### src/rtl/fetch_pkg.sv
// Shared definitions for the instruction fetch front end.
//   DATA_WIDTH_DEF   : default width of PC and instruction words
//   RESET_VECTOR_DEF : default first fetch address after reset
//   QUEUE_DEPTH_DEF  : default number of instruction queue entries
//   fetch_entry_t    : one queued fetch, {pc, instr}
package fetch_pkg;

  localparam int unsigned DATA_WIDTH_DEF   = 32;
  localparam logic [31:0] RESET_VECTOR_DEF = 32'hBFC00000;
  localparam int unsigned QUEUE_DEPTH_DEF  = 4;

  typedef struct packed {
    logic [DATA_WIDTH_DEF-1:0] pc;
    logic [DATA_WIDTH_DEF-1:0] instr;
  } fetch_entry_t;

endpackage

### src/rtl/fetch_queue.sv
// In-order instruction queue between fetch and decode.
// Ports:
//   clk, rst_n         : clock, synchronous active-low reset
//   flush              : empties the queue; wins over push and pop
//   push, push_data    : append one entry (caller guarantees room, or a
//                        simultaneous pop when full)
//   pop                : drop the head entry (caller guarantees non-empty)
//   head               : entry at the head, valid while !empty
//   count, full, empty : occupancy
module fetch_queue
  import fetch_pkg::*;
#(
  parameter type         entry_t = fetch_entry_t,
  parameter int unsigned DEPTH   = QUEUE_DEPTH_DEF,
  localparam int unsigned AW     = $clog2(DEPTH)
) (
  input  logic   clk,
  input  logic   rst_n,
  input  logic   flush,
  input  logic   push,
  input  entry_t push_data,
  input  logic   pop,
  output entry_t head,
  output logic [AW:0] count,
  output logic   full,
  output logic   empty
);

  entry_t         mem [DEPTH];
  logic [AW-1:0]  wr_ptr;
  logic [AW-1:0]  rd_ptr;

  // Storage has no reset; only the pointers and count define what is live.
  always_ff @(posedge clk) begin
    if (rst_n && !flush && push) begin
      mem[wr_ptr] <= push_data;
    end
  end

  always_ff @(posedge clk) begin
    if (!rst_n || flush) begin
      wr_ptr <= '0;
      rd_ptr <= '0;
      count  <= '0;
    end else begin
      if (push) wr_ptr <= wr_ptr + 1'b1;
      if (pop)  rd_ptr <= rd_ptr + 1'b1;
      // Push and pop together (including when full) leave count unchanged.
      if (push && !pop)      count <= count + 1'b1;
      else if (!push && pop) count <= count - 1'b1;
    end
  end

  assign head  = mem[rd_ptr];
  assign empty = (count == '0);
  assign full  = (count == (AW+1)'(DEPTH));

endmodule

### src/rtl/fetch_unit.sv
// Instruction fetch front end: fetch PC register, instruction memory
// address, and an in-order queue feeding decode over valid/ready.
// Handshake: an instruction transfers to decode in a cycle where
// instr_valid_o and instr_ready_i are both high; instr_o/pc_o/pc_plus4_o
// are held stable while instr_valid_o is high and instr_ready_i is low.
// Ports:
//   clk_i, rst_ni         : clock, synchronous active-low reset
//   imem_addr_o           : fetch address (the fetch PC)
//   imem_instr_i          : combinational memory read data for imem_addr_o
//   redirect_i            : control-flow redirect; flushes queue
//   redirect_pc_i         : redirect target, bits [1:0] ignored
//   instr_valid_o         : head instruction valid
//   instr_ready_i         : decode accepts head
//   instr_o, pc_o         : head instruction and its PC
//   pc_plus4_o            : pc_o + 4
// Build option: FETCH_BYPASS_EN presents the memory word directly to
// decode when the queue is empty (zero-cycle fetch latency).
module fetch_unit
  import fetch_pkg::*;
#(
  parameter int unsigned             DATA_WIDTH   = DATA_WIDTH_DEF,
  parameter logic [DATA_WIDTH-1:0]   RESET_VECTOR = RESET_VECTOR_DEF,
  parameter int unsigned             QUEUE_DEPTH  = QUEUE_DEPTH_DEF
) (
  input  logic                  clk_i,
  input  logic                  rst_ni,
  output logic [DATA_WIDTH-1:0] imem_addr_o,
  input  logic [DATA_WIDTH-1:0] imem_instr_i,
  input  logic                  redirect_i,
  input  logic [DATA_WIDTH-1:0] redirect_pc_i,
  output logic                  instr_valid_o,
  input  logic                  instr_ready_i,
  output logic [DATA_WIDTH-1:0] instr_o,
  output logic [DATA_WIDTH-1:0] pc_o,
  output logic [DATA_WIDTH-1:0] pc_plus4_o
);

  typedef struct packed {
    logic [DATA_WIDTH-1:0] pc;
    logic [DATA_WIDTH-1:0] instr;
  } entry_t;

  localparam int unsigned AW = $clog2(QUEUE_DEPTH);

  logic [DATA_WIDTH-1:0] pc_q;
  entry_t                head;
  entry_t                push_data;
  logic [AW:0]           count;
  logic                  full;
  logic                  empty;
  logic                  q_push;
  logic                  q_pop;
  logic                  advance;
  logic                  unused;

  assign unused      = ^{redirect_pc_i[1:0], count};
  assign imem_addr_o = pc_q;
  assign push_data   = '{pc: pc_q, instr: imem_instr_i};

  always_comb begin
    instr_valid_o = 1'b0;
    instr_o       = head.instr;
    pc_o          = head.pc;
    q_pop         = 1'b0;
    advance       = 1'b0;
    q_push        = 1'b0;
`ifdef FETCH_BYPASS_EN
    // Empty queue: the memory word itself is the head.
    instr_valid_o = !redirect_i;
    if (empty) begin
      instr_o = imem_instr_i;
      pc_o    = pc_q;
    end
    q_pop   = !empty && !redirect_i && instr_ready_i;
    advance = !redirect_i && (!full || q_pop);
    // A bypassed word taken by decode is never written into the queue.
    q_push  = advance && !(empty && instr_ready_i);
`else
    instr_valid_o = !empty && !redirect_i;
    q_pop         = instr_valid_o && instr_ready_i;
    advance       = !redirect_i && (!full || q_pop);
    q_push        = advance;
`endif
  end

  assign pc_plus4_o = pc_o + DATA_WIDTH'(4);

  always_ff @(posedge clk_i) begin
    if (!rst_ni) begin
      pc_q <= {RESET_VECTOR[DATA_WIDTH-1:2], 2'b00};
    end else if (redirect_i) begin
      pc_q <= {redirect_pc_i[DATA_WIDTH-1:2], 2'b00};
    end else if (advance) begin
      pc_q <= pc_q + DATA_WIDTH'(4);
    end
  end

  fetch_queue #(
    .entry_t (entry_t),
    .DEPTH   (QUEUE_DEPTH)
  ) u_queue (
    .clk       (clk_i),
    .rst_n     (rst_ni),
    .flush     (redirect_i),
    .push      (q_push),
    .push_data (push_data),
    .pop       (q_pop),
    .head      (head),
    .count     (count),
    .full      (full),
    .empty     (empty)
  );

endmodule

### config.mk
export PLATFORM = sky130hd
export DESIGN_NAME = fetch_unit
export DESIGN_NICKNAME = d
export VERILOG_FILES = /design/src/rtl/fetch_pkg.sv /design/src/rtl/fetch_queue.sv /design/src/rtl/fetch_unit.sv
export SDC_FILE = /design/constraint.sdc
export NUM_CORES = 1
export LEC_CHECK = 0
export ABC_AREA = 1
export BUFFER_PORTS_ARGS = -buffer_cell sky130_fd_sc_hd__buf_2
export CAP_MARGIN = 10
export CORE_AREA = 2 2 175 177
export DETAILED_ROUTE_END_ITERATION = 16
export DIE_AREA = 0 0 177 179
export GPL_ROUTABILITY_DRIVEN = 0
export PLACE_DENSITY = 0.67
export SLEW_MARGIN = 20
export SYNTH_ARGS = -nofsm -noshare
export SYNTH_HDL_FRONTEND = slang
export SYNTH_SLANG_ARGS = --single-unit
### constraint.sdc
create_clock -name clk_i -period 6.4 [get_ports clk_i]
set_input_delay 1.28 -clock clk_i [delete_from_list [all_inputs] [get_ports clk_i]]
set_output_delay 1.28 -clock clk_i [all_outputs]
set_load 0.005 [all_outputs]
## After elaboration in Yosys (flattened, before gate mapping)

Memory sizes are Yosys's and may differ from the RTL's. A register that Yosys moved wholly into a read port is not among the register bits.
Cells that the tools add are included.

- Output and inout bits: 129
- ROM bits: 0
- Logic and storage cells: 41
- Bits in latches: 0
- RAM bits: 256
- Memories kept: 1
- Register bits: 39
- Input bits: 68

- Bitwise operators: 1
- Reduce and logical (&&, ||, !) cells: 19
- Shift operators: 0
- Muxes and demuxes: 8
- Divide/modulo/power cells: 0
- Multiply operators: 0
- Equal/unequal tests: 1
- Add/subtract/negate cells: 6
- Order comparisons: 0

Memories:

| memory | depth | bits a word | rd ports | clocked after memory_dff | write ports | RTL line | text |
|---|---|---|---|---|---|---|---|
| u_queue.mem | 4 | 64 | 1 | 1 | 1 | fetch_queue.sv:29 | `entry_t mem [DEPTH];` |

Operator list:

| operator | count |
|---|---|
| 32-bit by 3-bit adder with 32-bit output, second input constant | 2 |
| 32-bit 2-to-1 mux | 2 |
| 1-bit logical AND | 7 |
| 1-bit zero test | 6 |
| 3-bit 2-to-1 mux | 2 |
| 2-bit by 1-bit adder with 2-bit output, second input constant | 2 |
| 2-bit 2-to-1 mux | 2 |
| 2-bit nonzero test | 2 |
| 3-bit by 1-bit adder with 3-bit output, second input constant | 1 |
| 3-bit equality test, second input constant | 1 |
| 3-bit zero test | 1 |
| 3-bit by 1-bit subtractor with 3-bit output, second input constant | 1 |
| 1-bit logical OR | 2 |
| 1-bit 2-to-1 mux | 2 |
| 2-bit OR reduction | 1 |
| 1-bit inverter | 1 |

## Logic depth before layout (Yosys ltp)

- Word-level depth: 10
- Mapped depth: 13
- Gate-level depth less buffers: 12

## Cells and area by module

Synthesis repeated with hierarchy kept, for this count alone.

- Cells, all modules: 1177
- Area total of the unflattened synthesis: 12906.1 um2

By module, submodules not included:

| module | sequential area each (um2) | area each (um2) | instances | cells an instance |
|---|---|---|---|---|
| fetch_queue | 7867.5 | 9958.3 | 1 | 680 |
| fetch_unit | 600.6 | 2947.8 | 1 | 497 |

## Worst setup path after synthesis

No wires, ideal clock.

- Kind: in2reg
- From: in rst_ni
- To: mem u_queue.mem[0][0] in the netlist's numbering (enable)
- Required time: 5918 ps
- Library setup time: 482 ps
- Setup slack: 1376 ps
- Buffers on the path: 0
- Data arrival time: 4541 ps
- Stages: 4
- Cell sequence: clkinv_1 nor2_1 nand2_1 nor2_1

- Cells in the longest elaborated chain, start to end: 4

Ends and longest elaborated chain:

| what | RTL line | text |
|---|---|---|
| from (decl) | fetch_unit.sv:26 | `input logic rst_ni,` |
| 1-bit logical AND (2 in series) | fetch_queue.sv:35 | `if (rst_n && !flush && push) begin` |
| 1-bit 2-to-1 mux | fetch_queue.sv:35 |  |
| 1-bit 2-to-1 mux (implied by the code) | fetch_queue.sv:36 | `mem[wr_ptr] <= push_data;` |
| to (decl) | fetch_queue.sv:29 |  |

Every way passes these cells.

==> flow_summary_export.csv <==
group,metric,value,unit
worst_setup_path,cp.required,5.12,ns
power_and_ir_drop,pwr-share-comb,0.074,
clocking,cts_tree,"built",
timing,period_share,0.717,
placement,io_buffers,188,
run,maxCapViolCount,0,
power_and_ir_drop,leakage,6.37,nW
power_and_ir_drop,peakVddDrop,0.000202,V
floorplanning,std_cell_rows,64,
timing,whs,0.467,ns
floorplanning,die_height,179,µm
worst_setup_path,cpMostUsedCell,"nand2_1",
hold_path,hold_path_depth,2,
worst_setup_path,critical_path_class,"reg2out",
timing,timing.final.hold_violations,0,
grt,grt_pass1_wl,52600,µm
timing,rsz0062_at_grt,"no",
timing,period_minus_slack,4.59,ns
hold_path,hold_start,"u_queue.rd_ptr[1]",
route,dr.pass1.iters,7,
floorplanning,pin_count,197,
power_and_ir_drop,p_switching,0.000952,W
worst_setup_path,critPathLaunchType,"flop",
timing,finalSetupViolCount,0,
worst_setup_path,r2r_slack,3.76,ns
clocking,path_clk_slew,0.06,ns
layout,final_area,0.0156,mm²
logic_synthesis,synth_top_area_share,0.563,
logic_synthesis,synth_ff_type,"edfxtp_1",
logic_synthesis,synth_cells,1404,
logic_synthesis,synth-edff-count,248,
layout,layout-drive-gt1-share,0.164,
logic_synthesis,synth_seq_cells,287,
route,drt-initial-drc-count,833,
clocking,cts_buffers,31,
route,route.detailed.drc,0,
grt,grt_usage,0.215,
worst_setup_path,critPathCaptureType,"output port",
floorplanning,die_w,177,µm
route,vias,10400,
worst_setup_path,crit_path_top_delay_cell,"buf_6",
layout,post-route-util,0.518,
worst_setup_path,cpPeakStageDelay,0.65,ns
worst_setup_path,r2r.worst_path.cells,6,
logic_synthesis,synth_warnings,0,
placement,dpl_cell_area,0.0145,mm²
logic_synthesis,yosysTopAreaCell,"edfxtp_1",
worst_setup_path,cp.arrival,3.31,ns
clocking,postCtsResizedCells,0,
clocking,clock-root-buffer,"clkbuf_16",
route,drt-wirelength-per-cell,17.2,µm
timing,tightest_slew,1.01,ns
floorplanning,initial_core_util,0.440,
worst_setup_path,cp_cell_sequence,"buf_6 -> nand2_1 -> nand2_1 -> nand2_1 -> nand2_1 -> nand2_1 -> nor2_1 -> nand2_1 -> nor2_2 -> nand2_1 -> nand2_1 -> nand2_1 -> buf_2",
layout,area_growth,17.6,%
clocking,hold_buffers,0,
power_and_ir_drop,clkPwrFrac,0.423,
timing,timing.fmax,0.218,GHz
clocking,cts.sinks,287,
logic_synthesis,yosysSeqAreaShare,0.622,
placement,dp_hpwl,22400,µm
layout,nNetsFinal,1658,
grt,grt_max_degree,111,
worst_setup_path,reg2reg_to,"u_queue.mem[0][29]",
logic_synthesis,synthTopCellsByArea,"edfxtp_1, nand2_1, dfxtp_1",
logic_synthesis,synthArstFlopShare,0,
clocking,clock_latency,0.56,ns
floorplanning,die-area,0.0317,mm²
logic_synthesis,synth_area_per_cell,9.42,µm²
grt,grt_pass1_vias,9660,
grt,antenna_found_initial,1,
power_and_ir_drop,internal_power,0.00330,W
grt,grt_overflow_total,0,
timing,finClkSkew,0.0160,ns
timing,setup_tns,0,ns
timing,slew_viol_final,0,
floorplanning,core,0.0300,mm²
clocking,htreeDepth,1,
logic_synthesis,syn-cell-area,0.0132,mm²
clocking,clock_tree.buffer_depth,3,
hold_path,min-delay-path-class,"reg2reg",
route,vias_per_cell,5.19,
timing,max_slew_margin,0.328,
worst_setup_path,r2r-start,"u_queue.count[0]",
route,ant_nets,0,
power_and_ir_drop,pwr-share-seq,0.503,
outcome,outcome,"finished, final reports clean",
power_and_ir_drop,powerDensity,273,mW/mm²
worst_setup_path,crit_fanout,110,
timing,setup_slack,1.81,ns
power_and_ir_drop,switching_share,0.224,
clocking,post_cts_buffers,0,
placement,dp_slack,1.79,ns
logic_synthesis,synth.distinct_cells,32,
route,drt-total-wl,34600,µm
## Yosys cell counts (13+ instances only)
cell      instances
nand2_1         460
edfxtp_1        248
nor2_1          174
nand3_1          89
o21ai_0          88
inv_1            82
dfxtp_1          39
o22ai_1          35
a21oi_1          30
clkbuf_1         30
xor2_1           27
buf_2            14
buf_4            13
nand4_1          13
## flip-flops by register name, indices dropped and copies added, names as in the netlist, named ones only
name / cells
u_queue.rd_ptr: 2
u_queue.wr_ptr: 2
imem_addr_o: 30
u_queue.count: 3
u_queue.mem: 248
## routing by layer
layer,GRT usage,vias up,share of wire
li1,-,5089,-
met1,0.299,4913,0.44
met2,0.346,353,0.47
met3,0.0394,44,0.075
met4,0.0610,0,0.018
met5,0,-,0
## layout by cell type, fill, tap and decap left out, drive strengths merged
cell type / instances
inv: 86
diode: 1
fa: 1
bufinv: 5
conb: 6
nor2: 179
xor2: 27
nand2: 460
clkinv: 13
a32oi: 1
nand3b: 3
and2: 1
a22oi: 11
clkbuf: 40
nand4: 13
or2: 2
a211oi: 2
ha: 7
a31oi: 4
edfxtp: 248
buf: 203
nor3: 6
o21ai: 88
xnor2: 6
o211ai: 1
dfxtp: 39
a21oi: 30
clkinvlp: 1
nand3: 89
o22ai: 35
## critical path: cells and delay by family (launching register included)
family	cells	cell delay, ns
flops	1	0.51
buf+inv	2	0.77
simple gates	11	1.43
## cell families after synthesis
group                    Yosys count  share of synthesized area
AO/OA/AOI/OAI                    172                     0.0717
adder cells (fa/ha/maj)            8                    0.00814
buffers and inverters            150                     0.0482
flip-flops                       287                      0.622
other                              1                   0.000284
AND/OR/NAND/NOR                  753                      0.228
XOR/XNOR                          33                     0.0219
## layout make-up
cell class / instances / area [µm²]
clock buffer: 40 / 820
clock inverter: 18 / 214
timing repair buffer: 203 / 1060
inverter: 87 / 328
sequential: 287 / 8230
antenna: 1 / 2.50
tap: 396 / 495
multi-input combinational: 972 / 4410
fill: 2700 / 14500
## power by group through the flow
stage | combinational, W | sequential [W] | clock [W]
floorplan | 0.000177 | 0.00216 | 0
finish | 0.000314 | 0.00214 | 0.00180
global placement | 0.000306 | 0.00217 | 0
detailed placement | 0.000312 | 0.00218 | 0
global route | 0.000353 | 0.00214 | 0.00191
CTS | 0.000314 | 0.00214 | 0.00183
## how the worst max path moves through the flow
stage                     depth (start not counted)                  to  slack, ns   start
after global routing                             12      pc_plus4_o[16]       1.55    flop
after detailed placement                          6  u_queue.mem[0][31]       1.79  rst_ni
after global placement                            6  u_queue.mem[0][31]       1.83  rst_ni
after floorplan                                   4   u_queue.mem[0][0]       1.38  rst_ni
after CTS                                        13      pc_plus4_o[27]       1.52    flop
final                                            13      pc_plus4_o[27]       1.81    flop
## stage by stage
step / power, W / cells
3_3_place_gp: 0.00248 / 1945
6_report: 0.00425 / 2004
3_5_place_dp: 0.00249 / 1945
5_1_grt: 0.00441 / 2003
2_1_floorplan: 0.00234 / 1409
4_1_cts: 0.00428 / 2003
Note: power is estimated with default switching activity, not from simulation.
